<file path="src/rtl/newton_rsqrt_iter.sv">
// Iterative Newton-Raphson refinement of an FP32 inverse square root (one multiplier, one subtractor).
// Define NEWTON_RSQRT_SEED_EN to derive the seed internally instead of taking it from y0_in.
module newton_rsqrt_iter #(
    parameter  int MAX_ITER = 3,
    localparam int ITER_W   = $clog2(MAX_ITER + 1)
) (
    input  logic              clk,
    input  logic              rst,
    input  logic              in_valid,
    output logic              in_ready,
    input  logic [31:0]       x_in,
    input  logic [31:0]       y0_in,
    input  logic [ITER_W-1:0] iter_in,
    output logic              out_valid,
    input  logic              out_ready,
    output logic [31:0]       y_out,
    output logic [ITER_W-1:0] iter_done
);

    typedef enum logic [2:0] {IDLE, MUL_A, MUL_B, SUB, MUL_C, DONE} state_t;

    localparam logic [ITER_W-1:0] MAX_ITER_V   = ITER_W'(MAX_ITER);
    localparam logic [31:0]       QNAN         = 32'h7FC0_0000;
    localparam logic [31:0]       PINF         = 32'h7F80_0000;
    localparam logic [31:0]       THREE_HALVES = 32'h3FC0_0000;

    // Truncating FP32 multiply; denormals flush to signed zero, overflow saturates to Inf.
    function automatic logic [31:0] fp_mul(input logic [31:0] a, input logic [31:0] b);
        logic              sgn;
        logic [47:0]       prod;
        logic signed [9:0] e;
        logic [22:0]       frac;
        sgn = a[31] ^ b[31];
        if ((a[30:23] == 8'hFF && a[22:0] != 23'd0) || (b[30:23] == 8'hFF && b[22:0] != 23'd0))
            return QNAN;
        if (a[30:23] == 8'hFF || b[30:23] == 8'hFF)
            return (a[30:23] == 8'd0 || b[30:23] == 8'd0) ? QNAN : {sgn, 8'hFF, 23'd0};
        if (a[30:23] == 8'd0 || b[30:23] == 8'd0)
            return {sgn, 31'd0};
        prod = 48'({1'b1, a[22:0]}) * 48'({1'b1, b[22:0]});
        e    = 10'(a[30:23]) + 10'(b[30:23]) - 10'sd127;
        if (prod[47]) begin
            frac = prod[46:24];
            e    = e + 10'sd1;
        end else begin
            frac = prod[45:23];
        end
        if (e >= 10'sd255) return {sgn, 8'hFF, 23'd0};
        if (e <= 10'sd0)   return {sgn, 31'd0};
        return {sgn, e[7:0], frac};
    endfunction

    // Truncating FP32 add with guard/round/sticky bits so subtraction truncates the exact result.
    function automatic logic [31:0] fp_add(input logic [31:0] a, input logic [31:0] b);
        logic [31:0]       big;
        logic [31:0]       sml;
        logic [26:0]       mb;
        logic [26:0]       ms;
        logic [26:0]       diff;
        logic [27:0]       sum;
        logic [7:0]        d;
        logic              sticky;
        logic              found;
        logic signed [9:0] e;
        int                lz;
        if ((a[30:23] == 8'hFF && a[22:0] != 23'd0) || (b[30:23] == 8'hFF && b[22:0] != 23'd0))
            return QNAN;
        if (a[30:23] == 8'hFF && b[30:23] == 8'hFF) return (a[31] == b[31]) ? a : QNAN;
        if (a[30:23] == 8'hFF) return a;
        if (b[30:23] == 8'hFF) return b;
        if (a[30:23] == 8'd0 && b[30:23] == 8'd0) return {a[31] & b[31], 31'd0};
        if (a[30:23] == 8'd0) return b;
        if (b[30:23] == 8'd0) return a;
        if (a[30:0] >= b[30:0]) begin
            big = a;
            sml = b;
        end else begin
            big = b;
            sml = a;
        end
        d  = big[30:23] - sml[30:23];
        mb = {1'b1, big[22:0], 3'b000};
        ms = {1'b1, sml[22:0], 3'b000};
        if (d >= 8'd27) begin
            sticky = 1'b1;
            ms     = 27'd0;
        end else begin
            sticky = |(ms & ((27'd1 << d) - 27'd1));
            ms     = ms >> d;
        end
        ms[0] = ms[0] | sticky;
        e     = 10'(big[30:23]);
        if (big[31] == sml[31]) begin
            sum = 28'(mb) + 28'(ms);
            if (sum[27]) begin
                diff = sum[27:1];
                e    = e + 10'sd1;
            end else begin
                diff = sum[26:0];
            end
        end else begin
            diff = mb - ms;
            if (diff == 27'd0) return 32'd0;
            lz    = 0;
            found = 1'b0;
            for (int i = 26; i >= 0; i--) begin
                if (!found) begin
                    if (diff[i]) found = 1'b1;
                    else         lz    = lz + 1;
                end
            end
            diff = diff << lz;
            e    = e - 10'(lz);
        end
        if (e >= 10'sd255) return {big[31], 8'hFF, 23'd0};
        if (e <= 10'sd0)   return {big[31], 31'd0};
        return {big[31], e[7:0], diff[25:3]};
    endfunction

    state_t            state_q, state_d;
    logic [31:0]       x_h_q, x_h_d;
    logic [31:0]       y_q, y_d;
    logic [31:0]       t_q, t_d;
    logic [ITER_W-1:0] cnt_q, cnt_d;
    logic [ITER_W-1:0] iter_q, iter_d;

    logic [31:0]       seed;
    logic [ITER_W-1:0] iter_clamped;
    logic [ITER_W-1:0] cnt_inc;
    logic [31:0]       mul_a;
    logic [31:0]       mul_b;
    logic [31:0]       mul_res;
    logic [31:0]       sub_res;
    logic              x_nan;
    logic              x_zero;

`ifdef NEWTON_RSQRT_SEED_EN
    assign seed = 32'h5F37_59DF - {1'b0, x_in[31:1]};
`else
    assign seed = y0_in;
`endif

    assign iter_clamped = (iter_in > MAX_ITER_V) ? MAX_ITER_V : iter_in;
    assign cnt_inc      = cnt_q + ITER_W'(1);
    assign x_nan        = (x_in[30:23] == 8'hFF) && (x_in[22:0] != 23'd0);
    assign x_zero       = (x_in[30:23] == 8'd0);

    // The single multiplier is steered by state: xh*y, t*y, then y*t.
    always_comb begin
        mul_a = t_q;
        mul_b = y_q;
        if (state_q == MUL_A) mul_a = x_h_q;
        if (state_q == MUL_C) begin
            mul_a = y_q;
            mul_b = t_q;
        end
    end

    assign mul_res = fp_mul(mul_a, mul_b);
    assign sub_res = fp_add(THREE_HALVES, {~t_q[31], t_q[30:0]});

    always_comb begin
        state_d = state_q;
        x_h_d   = x_h_q;
        y_d     = y_q;
        t_d     = t_q;
        cnt_d   = cnt_q;
        iter_d  = iter_q;
        case (state_q)
            IDLE: begin
                if (in_valid) begin
                    cnt_d   = '0;
                    state_d = DONE;
                    if (x_nan || (x_in[31] && !x_zero)) begin
                        y_d = QNAN;
                    end else if (x_zero) begin
                        y_d = PINF;
                    end else if (x_in[30:23] == 8'hFF) begin
                        y_d = 32'd0;
                    end else begin
                        y_d     = seed;
                        iter_d  = iter_clamped;
                        x_h_d   = (x_in[30:23] == 8'd1) ? {x_in[31], 31'd0}
                                                       : {x_in[31], x_in[30:23] - 8'd1, x_in[22:0]};
                        if (iter_clamped != '0) state_d = MUL_A;
                    end
                end
            end
            MUL_A: begin
                t_d     = mul_res;
                state_d = MUL_B;
            end
            MUL_B: begin
                t_d     = mul_res;
                state_d = SUB;
            end
            SUB: begin
                t_d     = sub_res;
                state_d = MUL_C;
            end
            MUL_C: begin
                y_d     = mul_res;
                cnt_d   = cnt_inc;
                state_d = (cnt_inc < iter_q) ? MUL_A : DONE;
            end
            DONE: begin
                if (out_ready) state_d = IDLE;
            end
            default: state_d = IDLE;
        endcase
    end

    always_ff @(posedge clk) begin
        if (rst) begin
            state_q <= IDLE;
            x_h_q   <= '0;
            y_q     <= '0;
            t_q     <= '0;
            cnt_q   <= '0;
            iter_q  <= '0;
        end else begin
            state_q <= state_d;
            x_h_q   <= x_h_d;
            y_q     <= y_d;
            t_q     <= t_d;
            cnt_q   <= cnt_d;
            iter_q  <= iter_d;
        end
    end

    assign in_ready  = (state_q == IDLE);
    assign out_valid = (state_q == DONE);
    assign y_out     = y_q;
    assign iter_done = cnt_q;

endmodule
</file>
<file path="config.mk">
export PLATFORM = sky130hd
export DESIGN_NAME = newton_rsqrt_iter
export DESIGN_NICKNAME = d
export VERILOG_FILES = /design/src/rtl/newton_rsqrt_iter.sv
export SDC_FILE = /design/constraint.sdc
export NUM_CORES = 2
export LEC_CHECK = 0
export CORE_MARGIN = 2
export CORE_UTILIZATION = 60
export CTS_BUF_LIST = sky130_fd_sc_hd__clkbuf_4 sky130_fd_sc_hd__clkbuf_8 sky130_fd_sc_hd__clkbuf_16
export CTS_CLUSTER_DIAMETER = 200
export DETAILED_ROUTE_END_ITERATION = 6
export DONT_BUFFER_PORTS = 1
export PLACE_DENSITY = 0.76
export SYNTH_ARGS = -nofsm -noshare
export SYNTH_HDL_FRONTEND = slang
export SYNTH_SLANG_ARGS = --single-unit
</file>
<file path="constraint.sdc">
create_clock -name clk -period 36.7 [get_ports clk]
set_clock_uncertainty 0.15 [all_clocks]
set_input_delay 7.34 -clock clk [delete_from_list [all_inputs] [get_ports clk]]
set_output_delay 7.34 -clock clk [all_outputs]
set_load 0.005 [all_outputs]
</file>
==> impl_metrics.toml <==
[timing]
max_slew_margin = 0.112
final_setup_fails = 0
setup_tns_final_ns = 0
timing_worst_slew_pin_value_ns = 1.32
grt_setup_unrepaired = "no"
fin_crit_sh = 0.707
hold_viol_final = 0
max_freq_mhz = 38.5
timing_max_transition_violations_final = 0
layout_min_cycle_time_ns = 25.95

[clock_tree]
clk-insertion-delay-late_ns = 0.38
clkTransAtPathRegs_ns = 0.08
clock_root_buffer = "clkbuf_16"
cts.repair.resized = 0
cts.repair_timing.setup_buffer_count = 0
numCtsBuffers = 9
cts.hold.buffers_added = 0
h-tree-depth = 3
max-clock-path-buffers = 2
cts.sink_count = 103
clock_tree_from_tritoncts = "built"

[logic_synthesis]
ys_top_cells_by_area = "fa_1 (27%), ha_1 (9.3%), nand2_1 (7.2%), inv_1 (6.2%), dfxtp_1 (5.7%)"
synthTopCellsByCount = "nand2_1 (693), inv_1 (601), nor2_1 (542), fa_1 (484), a21oi_1 (291)"
yosysTopAreaCell = "fa_1"
synth-edff-count = 0
syn_area_sq_mm = 0.0363
syn_area_per_cell_sq_um = 7.46
synth_top_area_share = 0.267
number_of_warnings_issued_by_yosys = 0
yosysUniqueCellTypes = 127
syn_inst = 4869
postSynthRegisterBits = 103
synth.net_count = 5692
post-synth-top-count-cell = "nand2_1"
yosysSeqAreaShare = 0.0567
ffs_w_async_s_r_synth = 0
most_used_flip_flop_cell_after_synthesis = "dfxtp_1"

[layout]
antenna_cells_inserted = 0
area_of_the_multi_input_gates_sq_mm = 0.0308
layout.area.seq_sq_mm = 0.00207
drive_above_1_share = 0.0480
fin_nets = 5464
final.fill_count = 5486
layout-area-overhead-vs-synth_pct = 1.84

[setup_path]
crit_arrival_ns = 26.10
worstSetupPathType = "flip-flop to flip-flop"
r2r_end = "t_q[16]"
path_common_cell = "ha_1"
cp-end-kind = "flip-flop"
critPathBufInv = 6
worstPathMaxFanout = 24
critical_path_required_ns = 36.84
crit-reg2reg-launch = "t_q[29]"
rr_worst_depth = 120
timing.critical_path.slowest_cell_delay_ns = 0.89
r2r_setup_slack_ns = 10.75
critPathLaunchType = "flip-flop"
cp_slowest_cell = "dfxtp_1"
critical-path-top-delay-family = "adder cells"

[min_path]
min_from = "iter_q[1]"
holdPathStages = 2
hold_end = "iter_q[1]"
hold_path_class = "flip-flop to flip-flop"

[routing]
final_antenna_net_count = 0
drt_drc_violations_left = 6
wl_per_cell_um = 25.0
firstDrtPassIters = 7
drt-total-wl_um = 136000
vias_per_cell = 6.59
dr_total_vias = 35747
iteration_0_drc_markers = 4408

[global_route]
first_pass_grt_wire_length_um = 208000
number_of_antenna_violations_at_the_first_check_in_global_routing = 0
number_of_global_route_vias_before_repair = 34533
grt_start_max_net_pins = 86
grt_util_all_layers = 0.431
grt-ovfl-total = 0

[status]
failed_checks = "DRC"
outcome = "finished with violations"

[placement]
finalWeightedCongestion = 1.03
place.detailed.hpwl_um = 108000
numPortBuffers = 0

[job]
timing.max_cap.violations = 0

[floorplanning]
start_util = 0.604
floorplan.die_area_sq_mm = 0.0626
core-area_sq_mm = 0.0601
design.portCount = 106
die_x_um = 250
die_h_um = 250
std_cell_rows = 90
==> through the flow <==
stage               area (sq um)  cells  hold WS (ns)   util  worst slack (ns)
floorplan                  36300   4869         0.277      -             14.41
global placement           36700   5412         0.281  0.610             11.69
detailed placement         36700   5412         0.290  0.610             11.21
CTS                        37000   5428         0.301  0.615             11.09
global route               37000   5428         0.320  0.615              9.02
finish                     37000   5428         0.305  0.615             10.75
==> flip-flops by register name, indices dropped and copies added, names as in the netlist <==
register / flops
t_q: 32
x_h_q: 32
y_out: 32
state_q: 3
iter_done: 2
iter_q: 2
==> cell type report <==
class,count,area share
sequential,103,0.0559
inverter,616,0.0625
clock inverter,7,0.00247
tap,782,0.0264
clock buffer,9,0.00609
timing repair buffer,65,0.0132
multi-input combinational,3846,0.833
==> worst register-to-register path, delay by kind of cell, from the launching register on <==
kind / cells / cell delay, ns
xor gates and xnor gates: 2 / 0.82
adders and majority gates: 26 / 7.71
DFF: 1 / 0.89
AOI/OAI and AO/OA: 40 / 7.67
buffers and inverters: 6 / 0.56
muxes: 11 / 2.40
and+or+nand+nor: 35 / 5.71
==> cell usage in the layout, fill, tap and decap left out, drive strengths merged, types with 22 or more instances in the layout <==
cell and n:
inv 610, o211ai 22, nor2 544, and3 30, a221oi 26, nand2b 38
nor2b 41, a211oi 36, buf 65, xnor2 125, a31oi 55, o22ai 60
or3 38, fa 484, o21ai 198, nand3 107, nand2 694, nand4 35
a21oi 291, or2 22, mux2i 70, o21bai 38, nor3 102, dfxtp 103
ha 269, xor2 42, a21o 61, and2 67, nor4 57
==> cells by family (layout without fill, tap and decap cells) <==
logic type / after synthesis / in the layout / share of synthesized area
fa+ha+maj: 755 / 755 / 0.360
flops: 103 / 103 / 0.0567
mux: 99 / 99 / 0.0312
simple gates: 1818 / 1818 / 0.225
compound gates: 1002 / 1002 / 0.181
xor+xnor: 172 / 172 / 0.0487
buf+inv: 920 / 697 / 0.0971
==> per-layer routing <==
| layer | GRT usage | wire length, um | part of all wire | up-vias |
|---|---|---|---|---|
| li1 | - | - | - | 15723 |
| met4 | 0.213 | 8460 | 0.062 | 0 |
| met1 | 0.559 | 51200 | 0.38 | 17369 |
| met3 | 0.0841 | 14600 | 0.11 | 476 |
| met2 | 0.690 | 61400 | 0.45 | 2179 |
| met5 | 0 | 0 | 0 | - |
==> worst max-delay path by stage <==
stage | startpoint | slack [ns] | to | depth (start not counted)
after CTS | t_q[26] | 11.09 | t_q[16] | 120
after global placement | t_q[7] | 11.69 | t_q[16] | 120
after detailed placement | t_q[29] | 11.21 | t_q[16] | 120
final | t_q[29] | 10.75 | t_q[16] | 120
after floorplan | t_q[5] | 14.41 | t_q[16] | 123
after global routing | t_q[26] | 9.02 | t_q[16] | 119
Power is not shown: default switching activity piles up to over one toggle a cycle in this logic, so the estimate is an artifact.
